==> src/rtl/arb_pkg.sv <==
// Shared encodings for the core/DMA memory arbiter and its read-return path.
package arb_pkg;

  typedef enum logic {
    OWNER_CPU = 1'b0,
    OWNER_DMA = 1'b1
  } owner_e;

  typedef enum logic {
    ARB      = 1'b0,
    DMA_LOCK = 1'b1
  } arb_state_e;

endpackage

==> src/rtl/rd_tag_pipe.sv <==
// Fixed-latency {valid, owner} shift register that tells the arbiter which
// master the memory read data at its input belongs to.
module rd_tag_pipe
  import arb_pkg::*;
#(
  parameter int MEM_LATENCY = 1
) (
  input  logic   clk_i,
  input  logic   rst_ni,
  input  logic   push_valid,
  input  owner_e push_owner,
  output logic   tail_valid,
  output owner_e tail_owner
);

  logic [MEM_LATENCY-1:0] valid_q;
  owner_e                 owner_q [MEM_LATENCY];

  // Clearing the valid bits on reset drops every read that was in flight.
  always_ff @(posedge clk_i) begin
    if (!rst_ni) begin
      valid_q <= '0;
      for (int i = 0; i < MEM_LATENCY; i++) owner_q[i] <= OWNER_CPU;
    end else begin
      valid_q[0] <= push_valid;
      owner_q[0] <= push_owner;
      for (int i = 1; i < MEM_LATENCY; i++) begin
        valid_q[i] <= valid_q[i-1];
        owner_q[i] <= owner_q[i-1];
      end
    end
  end

  assign tail_valid = valid_q[MEM_LATENCY-1];
  assign tail_owner = owner_q[MEM_LATENCY-1];

endmodule

==> src/rtl/mem_arbiter.sv <==
// Round-robin arbiter sharing one single-port synchronous memory between the
// multicycle core and a DMA/debug master, with a bounded DMA burst lock.
module mem_arbiter
  import arb_pkg::*;
#(
  parameter int DATA_W      = 32,
  parameter int MEM_LATENCY = 1,
  parameter int MAX_LOCK    = 16
) (
  input  logic              clk_i,
  input  logic              rst_ni,
  input  logic              cpu_req_i,
  input  logic              cpu_we_i,
  input  logic [DATA_W-1:0] cpu_addr_i,
  input  logic [DATA_W-1:0] cpu_wdata_i,
  output logic              cpu_gnt_o,
  output logic              cpu_rvalid_o,
  output logic [DATA_W-1:0] cpu_rdata_o,
  input  logic              dma_req_i,
  input  logic              dma_we_i,
  input  logic              dma_lock_i,
  input  logic [DATA_W-1:0] dma_addr_i,
  input  logic [DATA_W-1:0] dma_wdata_i,
  output logic              dma_gnt_o,
  output logic              dma_rvalid_o,
  output logic [DATA_W-1:0] dma_rdata_o,
  output logic              mem_en_o,
  output logic              mem_we_o,
  output logic [DATA_W-1:0] mem_addr_o,
  output logic [DATA_W-1:0] mem_wdata_o,
  input  logic [DATA_W-1:0] mem_rdata_i
);

  localparam int CNT_W = $clog2(MAX_LOCK + 1);
  localparam logic [CNT_W-1:0] CNT_MAX = CNT_W'(MAX_LOCK);

  arb_state_e       state_q, state_d;
  owner_e           last_q, last_d;
  logic [CNT_W-1:0] cnt_q, cnt_d;
  logic             force_exit;
  logic             tail_valid;
  owner_e           tail_owner;

  always_ff @(posedge clk_i) begin
    if (!rst_ni) begin
      state_q <= ARB;
      last_q  <= OWNER_DMA;
      cnt_q   <= '0;
    end else begin
      state_q <= state_d;
      last_q  <= last_d;
      cnt_q   <= cnt_d;
    end
  end

  // The cycle that forces the CPU back in grants nobody, so a lock never
  // yields more than MAX_LOCK locked beats while the CPU waits.
  always_comb begin
    cpu_gnt_o  = 1'b0;
    dma_gnt_o  = 1'b0;
    force_exit = 1'b0;
    state_d    = state_q;
    last_d     = last_q;
    cnt_d      = cnt_q;
    if (rst_ni) begin
      case (state_q)
        ARB: begin
          if (cpu_req_i && (!dma_req_i || last_q == OWNER_DMA)) cpu_gnt_o = 1'b1;
          else if (dma_req_i)                                     dma_gnt_o = 1'b1;
          if (dma_gnt_o && dma_lock_i) begin
            state_d = DMA_LOCK;
            cnt_d   = '0;
          end
        end
        DMA_LOCK: begin
          force_exit = cpu_req_i && (cnt_q == CNT_MAX);
          dma_gnt_o  = dma_req_i && !force_exit;
          if (cpu_req_i && (cnt_q != CNT_MAX)) cnt_d = cnt_q + 1'b1;
          if (force_exit || (dma_gnt_o && !dma_lock_i)) state_d = ARB;
        end
        default: state_d = ARB;
      endcase
      if (cpu_gnt_o)                    last_d = OWNER_CPU;
      else if (dma_gnt_o || force_exit) last_d = OWNER_DMA;
    end
  end

  always_comb begin
    mem_en_o    = 1'b0;
    mem_we_o    = 1'b0;
    mem_addr_o  = '0;
    mem_wdata_o = '0;
    if (cpu_gnt_o) begin
      mem_en_o    = 1'b1;
      mem_we_o    = cpu_we_i;
      mem_addr_o  = cpu_addr_i;
      mem_wdata_o = cpu_wdata_i;
    end else if (dma_gnt_o) begin
      mem_en_o    = 1'b1;
      mem_we_o    = dma_we_i;
      mem_addr_o  = dma_addr_i;
      mem_wdata_o = dma_wdata_i;
    end
  end

  rd_tag_pipe #(
    .MEM_LATENCY(MEM_LATENCY)
  ) u_rd_tag_pipe (
    .clk_i      (clk_i),
    .rst_ni     (rst_ni),
    .push_valid (mem_en_o && !mem_we_o),
    .push_owner (dma_gnt_o ? OWNER_DMA : OWNER_CPU),
    .tail_valid (tail_valid),
    .tail_owner (tail_owner)
  );

  assign cpu_rvalid_o = rst_ni && tail_valid && (tail_owner == OWNER_CPU);
  assign dma_rvalid_o = rst_ni && tail_valid && (tail_owner == OWNER_DMA);
  assign cpu_rdata_o  = cpu_rvalid_o ? mem_rdata_i : '0;
  assign dma_rdata_o  = dma_rvalid_o ? mem_rdata_i : '0;

endmodule

==> config.mk <==
export PLATFORM = sky130hd
export DESIGN_NAME = mem_arbiter
export DESIGN_NICKNAME = d
export VERILOG_FILES = /design/src/rtl/arb_pkg.sv /design/src/rtl/rd_tag_pipe.sv /design/src/rtl/mem_arbiter.sv
export SDC_FILE = /design/constraint.sdc
export NUM_CORES = 1
export LEC_CHECK = 0
export ABC_AREA = 1
export CAP_MARGIN = 40
export CORE_AREA = 4 4 114 116
export DETAILED_ROUTE_END_ITERATION = 10
export DIE_AREA = 0 0 118 120
export MAX_ROUTING_LAYER = met4
export PLACE_DENSITY = 0.7
export SKIP_LAST_GASP = 1
export SYNTH_ARGS = -nofsm -noshare
export SYNTH_HDL_FRONTEND = slang
export SYNTH_HIERARCHICAL = 1
export SYNTH_SLANG_ARGS = --single-unit
==> constraint.sdc <==
create_clock -name clk_i -period 3.2 [get_ports clk_i]
set_input_delay 0.64 -clock clk_i [delete_from_list [all_inputs] [get_ports clk_i]]
set_output_delay 0.64 -clock clk_i [all_outputs]
set_load 0.03 [all_outputs]
Word level (Yosys, flattened, before mapping):

Memory sizes are Yosys's and may differ from the RTL's.
Index checks and enable logic that the tools add are counted.

* bits in latches: 0
* bits in read-only memories: 0
* memory bits (writable): 1
* memories kept: 1
* input port bits: 167
* register bits: 8
* logic and storage cells: 67
* output and inout bits: 134

Memories
* u_rd_tag_pipe.owner_q: words 1, width 1, read ports 1, clocked after Yosys merged registers in 0, wr ports 1, RTL line rd_tag_pipe.sv:17 `owner_e owner_q [MEM_LATENCY];`

* equal/unequal tests: 4
* add/subtract/negate cells: 1
* multiplexer cells: 35
* div/mod/pow operators: 0
* bitwise gates (word level): 2
* shifts and indexed selects: 0
* reductions and logical operators: 20
* $mul: 0
* magnitude comparators: 0

Operators by type and width (number)
* $mux 32: 6
* $mux 1: 24
* $logic_and 1x1->1: 10
* $mux 5: 2
* $pmux 5 s2: 1
* $add 5x1->5 const B: 1
* $eq 5x5->1 const B: 1
* $ne 5x5->1 const B: 1
* $logic_not 1->1: 4
* $pmux 1 s2: 2
* $logic_or 1x1->1: 3
* $ne 2x1->1 const B: 1
* $ne 2x2->1 const B: 1
* $not 1->1: 2
* $reduce_and 2->1: 1
* $reduce_bool 2->1: 1
* $reduce_or 1->1: 1

Depth between registers and ports, before layout:

* word-level depth: 13
* mapped depth: 12
* mapped depth without buffers: 11

Hierarchy:

The synthesis kept the hierarchy.

Modules (own cells, without submodules)
* mem_arbiter: sequential area each 140.1 um^2, area each 1711.6 um^2, instances 1, cells an instance 391
* rd_tag_pipe: sequential area each 40.0 um^2, area each 55.1 um^2, instances 1, cells an instance 6

Least setup slack after synthesis:

OpenSTA, ideal clock, no wires.

* kind: input to output
* start point: input rst_ni
* end point: output dma_rdata_o[10]
* data required time: 2.560 ns
* arrival: 2.222 ns
* path slack: 0.338 ns
* path buffers: 1
* cell stages on the path: 5
* cell sequence: inv_2 > nor3_1 > inv_2 > buf_2 > nor2_1

* longest elaborated chain between the ends: 3

RTL lines
* start, declared: RTL line mem_arbiter.sv:11 `input logic rst_ni,`
* $logic_and 1x1->1 (2 in a row): RTL line mem_arbiter.sv:118 `assign dma_rvalid_o = rst_ni && tail_valid && (tail_owner == OWNER_DMA);`
* net dma_rvalid_o: RTL line mem_arbiter.sv:25 `output logic dma_rvalid_o,`
* $mux 32: RTL line mem_arbiter.sv:120 `assign dma_rdata_o = dma_rvalid_o ? mem_rdata_i : '0;`
* end, declared: RTL line mem_arbiter.sv:26 `output logic [DATA_W-1:0] dma_rdata_o,`

The timed path passes the listed nets, and every way through them passes these cells.

Worst setup path in the final report:

* start point: input rst_ni
* end point: output dma_rvalid_o

* longest elaborated chain between the ends: 2

RTL lines (RTL line)
* $logic_and 1x1->1 (2 in a row): mem_arbiter.sv:118
* end, declared: mem_arbiter.sv:25

Every way passes these cells.

==> qor.yml <==
critical_path:
  crit_slowest_cell: "clkdlybuf4s50_1"
  worstPathArrival_ps: 2310
  r2r-start: "cnt_q[0]"
  crit_type: "input pin to output port"
  worst_setup_path_start_kind: "input pin"
  end_kind: "output port"
  max_stage_delay_ps: 740
  startpoint: "rst_ni"
  required_ps: 2560
  path_common_cell: "clkdlybuf4s50_1"
  cp_cell_sequence: "clkdlybuf4s50_1 -> inv_2 -> nor3_1 -> clkdlybuf4s50_1"
  cp_max_fo: 10
routing:
  viasPerCell: 3.93
  wl_per_cell_um: 13.0
  post-route-drc-count: 0
  drtAntennaViolNets: 0
  dr.first_iter.drc_count: 108
  num_vias: 3269
  dr.pass1.iters: 5
  wl_um: 10800
sta:
  min_period_over_period_pct: 92.3
  slew_headroom_pct: 65.8
  max_freq_mhz: 338
  fin_skew_ps: 0.811
  worstMarginPinSlew_ps: 512
  drv_slew: 0
  setup_viol: 0
  hold_viol_final: 0
  tns_ps: 0
  holdWs_ps: 529
  rsz0062_at_grt: "false"
  finalCriticalPeriod_ps: 2950
synthesis:
  synth.avg_cell_area_um2: 4.45
  syn_inst: 397
  yosys_warnings: 6
  ys_seq_area_share_pct: 10.2
  netlist_area_um2: 1770
  synth_cell_type_count: 21
  synth_seq_cells: 9
  syn-num-nets: 566
die:
  die_h_um: 120
  placementRows: 40
  die_w_um: 118
  die-area_um2: 14200
  ios: 301
  initial_core_util_pct: 14.8
  core_um2: 11900
global_routing:
  first_global_vias: 3161
  grt_max_degree: 67
  grt_remaining_overflow: 0
  globalRouteTotalUtil_pct: 13.9
  antenna_found_initial: 0
  grt_pass1_wl_um: 15700
min_path:
  hp-start: "cnt_q[4]"
  min_path_type: "flop to flop"
clock_tree:
  clk_latency_ps: 230
  htreeDepth: 1
  clock-sinks: 9
  hold_buffers: 0
  cts_root_buffer: "clkbuf_16"
  cts_tree: "yes"
  clockBufferDepth: 2
  postCtsResizedCells: 0
  cts_setup_buffers: 0
  cts.clk_slew.worst_paths_ps: 40
  cts_inserted_buffers: 3
placed_design:
  io_buffers: 300
  hpwl_um: 9280
  place_congestion: 0.886
power:
  p_leak_nw: 2.55
  p_per_area_nw_per_um2: 204
  vdd_drop_max_uv: 189
final_layout:
  layout_commonest_cell: "nand2_1"
  drive_gt1_share_pct: 21.3
  final_cell_mix: "nand2_1 (214), clkdlybuf4s50_1 (169), buf_4 (130), nor2_1 (69), inv_1 (47)"
  ff_latch_area_um2: 180
  nets: 854
  multi_input_area_um2: 1270
  area_growth_pct: 165
  diodes: 0
  n_fill_cell: 1289
outcome:
  status: "completed"
job:
  cap_violations: 0
==> synth_stat cells <==
cell type / instances / area [um^2]
nor2_1: 69 / 259
nor3_1: 2 / 10.0
nor2_2: 3 / 18.8
nand4_1: 3 / 18.8
clkbuf_1: 2 / 7.51
buf_2: 12 / 60.1
nand2_1: 214 / 803
ha_1: 2 / 25.0
buf_4: 2 / 15.0
dfxtp_1: 9 / 180
a21oi_1: 6 / 30.0
inv_1: 47 / 176
nand3_2: 1 / 10.0
o211ai_1: 1 / 7.51
xor2_1: 1 / 8.76
nand3_1: 12 / 60.1
o22ai_1: 1 / 6.26
buf_6: 4 / 45.0
a31oi_1: 1 / 6.26
inv_2: 4 / 15.0
buf_1: 1 / 3.75
==> per-layer routing <==
layer  track usage, %  vias to the layer above  part of all wire, %
met4             1.98                        0                 0.98
li1                 -                     1732                    -
met3             3.63                        8                  9.3
met2             26.4                      221                   51
met5                -                        -                    0
met1             14.8                     1308                   38
==> final timing paths <==
kind	to	slack, ps	depth (start not counted)
worst max-delay path	dma_rvalid_o	250	4
worst min-delay path	cnt_q[4]	530	2
worst max register to register	u_rd_tag_pipe/tail_valid	1520	12
worst min register to register	cnt_q[4]	530	2
==> final cells by class <==
cell class / instances / share of cell area, %
Timing Repair Buffer: 304 / 59.2
Tap cell: 147 / 3.93
Sequential cell: 9 / 3.85
Clock buffer: 4 / 1.69
Multi-Input combinational cell: 316 / 27.2
Inverter: 51 / 4.09
==> critical path, delay by kind of cell <==
kind,cells,cell delay (ps)
AND/OR/NAND/NOR,1,330
buffers and inverters,3,1350
==> flip-flops by register name (all words and copies together), names as in the netlist <==
signal and flops:
cnt_q 5, u_rd_tag_pipe/tail_valid 1, u_rd_tag_pipe/owner_q 1, last_q 1, state_q 1
==> where the power goes <==
group,switching (mW),internal [mW],leakage (nW)
Sequential,0.00270,0.116,0.0732
Combinational,0.309,0.310,2.44
Clock,0.0510,0.166,0.0382
Total,0.363,0.592,2.55
==> per-stage QoR <==
step	cell area (um^2)	power [mW]	cells	setup WS (ps)	util, %
after floorplan	1770	0.387	397	338	-
after global placement	4600	0.743	827	280	38.6
after global routing	4680	1.01	831	137	39.3
final	4680	0.955	831	245	39.3
after CTS	4680	0.967	831	248	39.3
after detailed placement	4600	0.744	827	253	38.6
==> kinds of logic after synthesis <==
family | count (synthesis) | share of synthesized area (%)
adders and majority gates | 2 | 1.42
DFF | 9 | 10.2
xor gates and xnor gates | 1 | 0.496
AOI/OAI and AO/OA | 9 | 2.83
and+or+nand+nor | 304 | 66.8
buffers and inverters | 72 | 18.3
(Power assumes the default switching activity.)
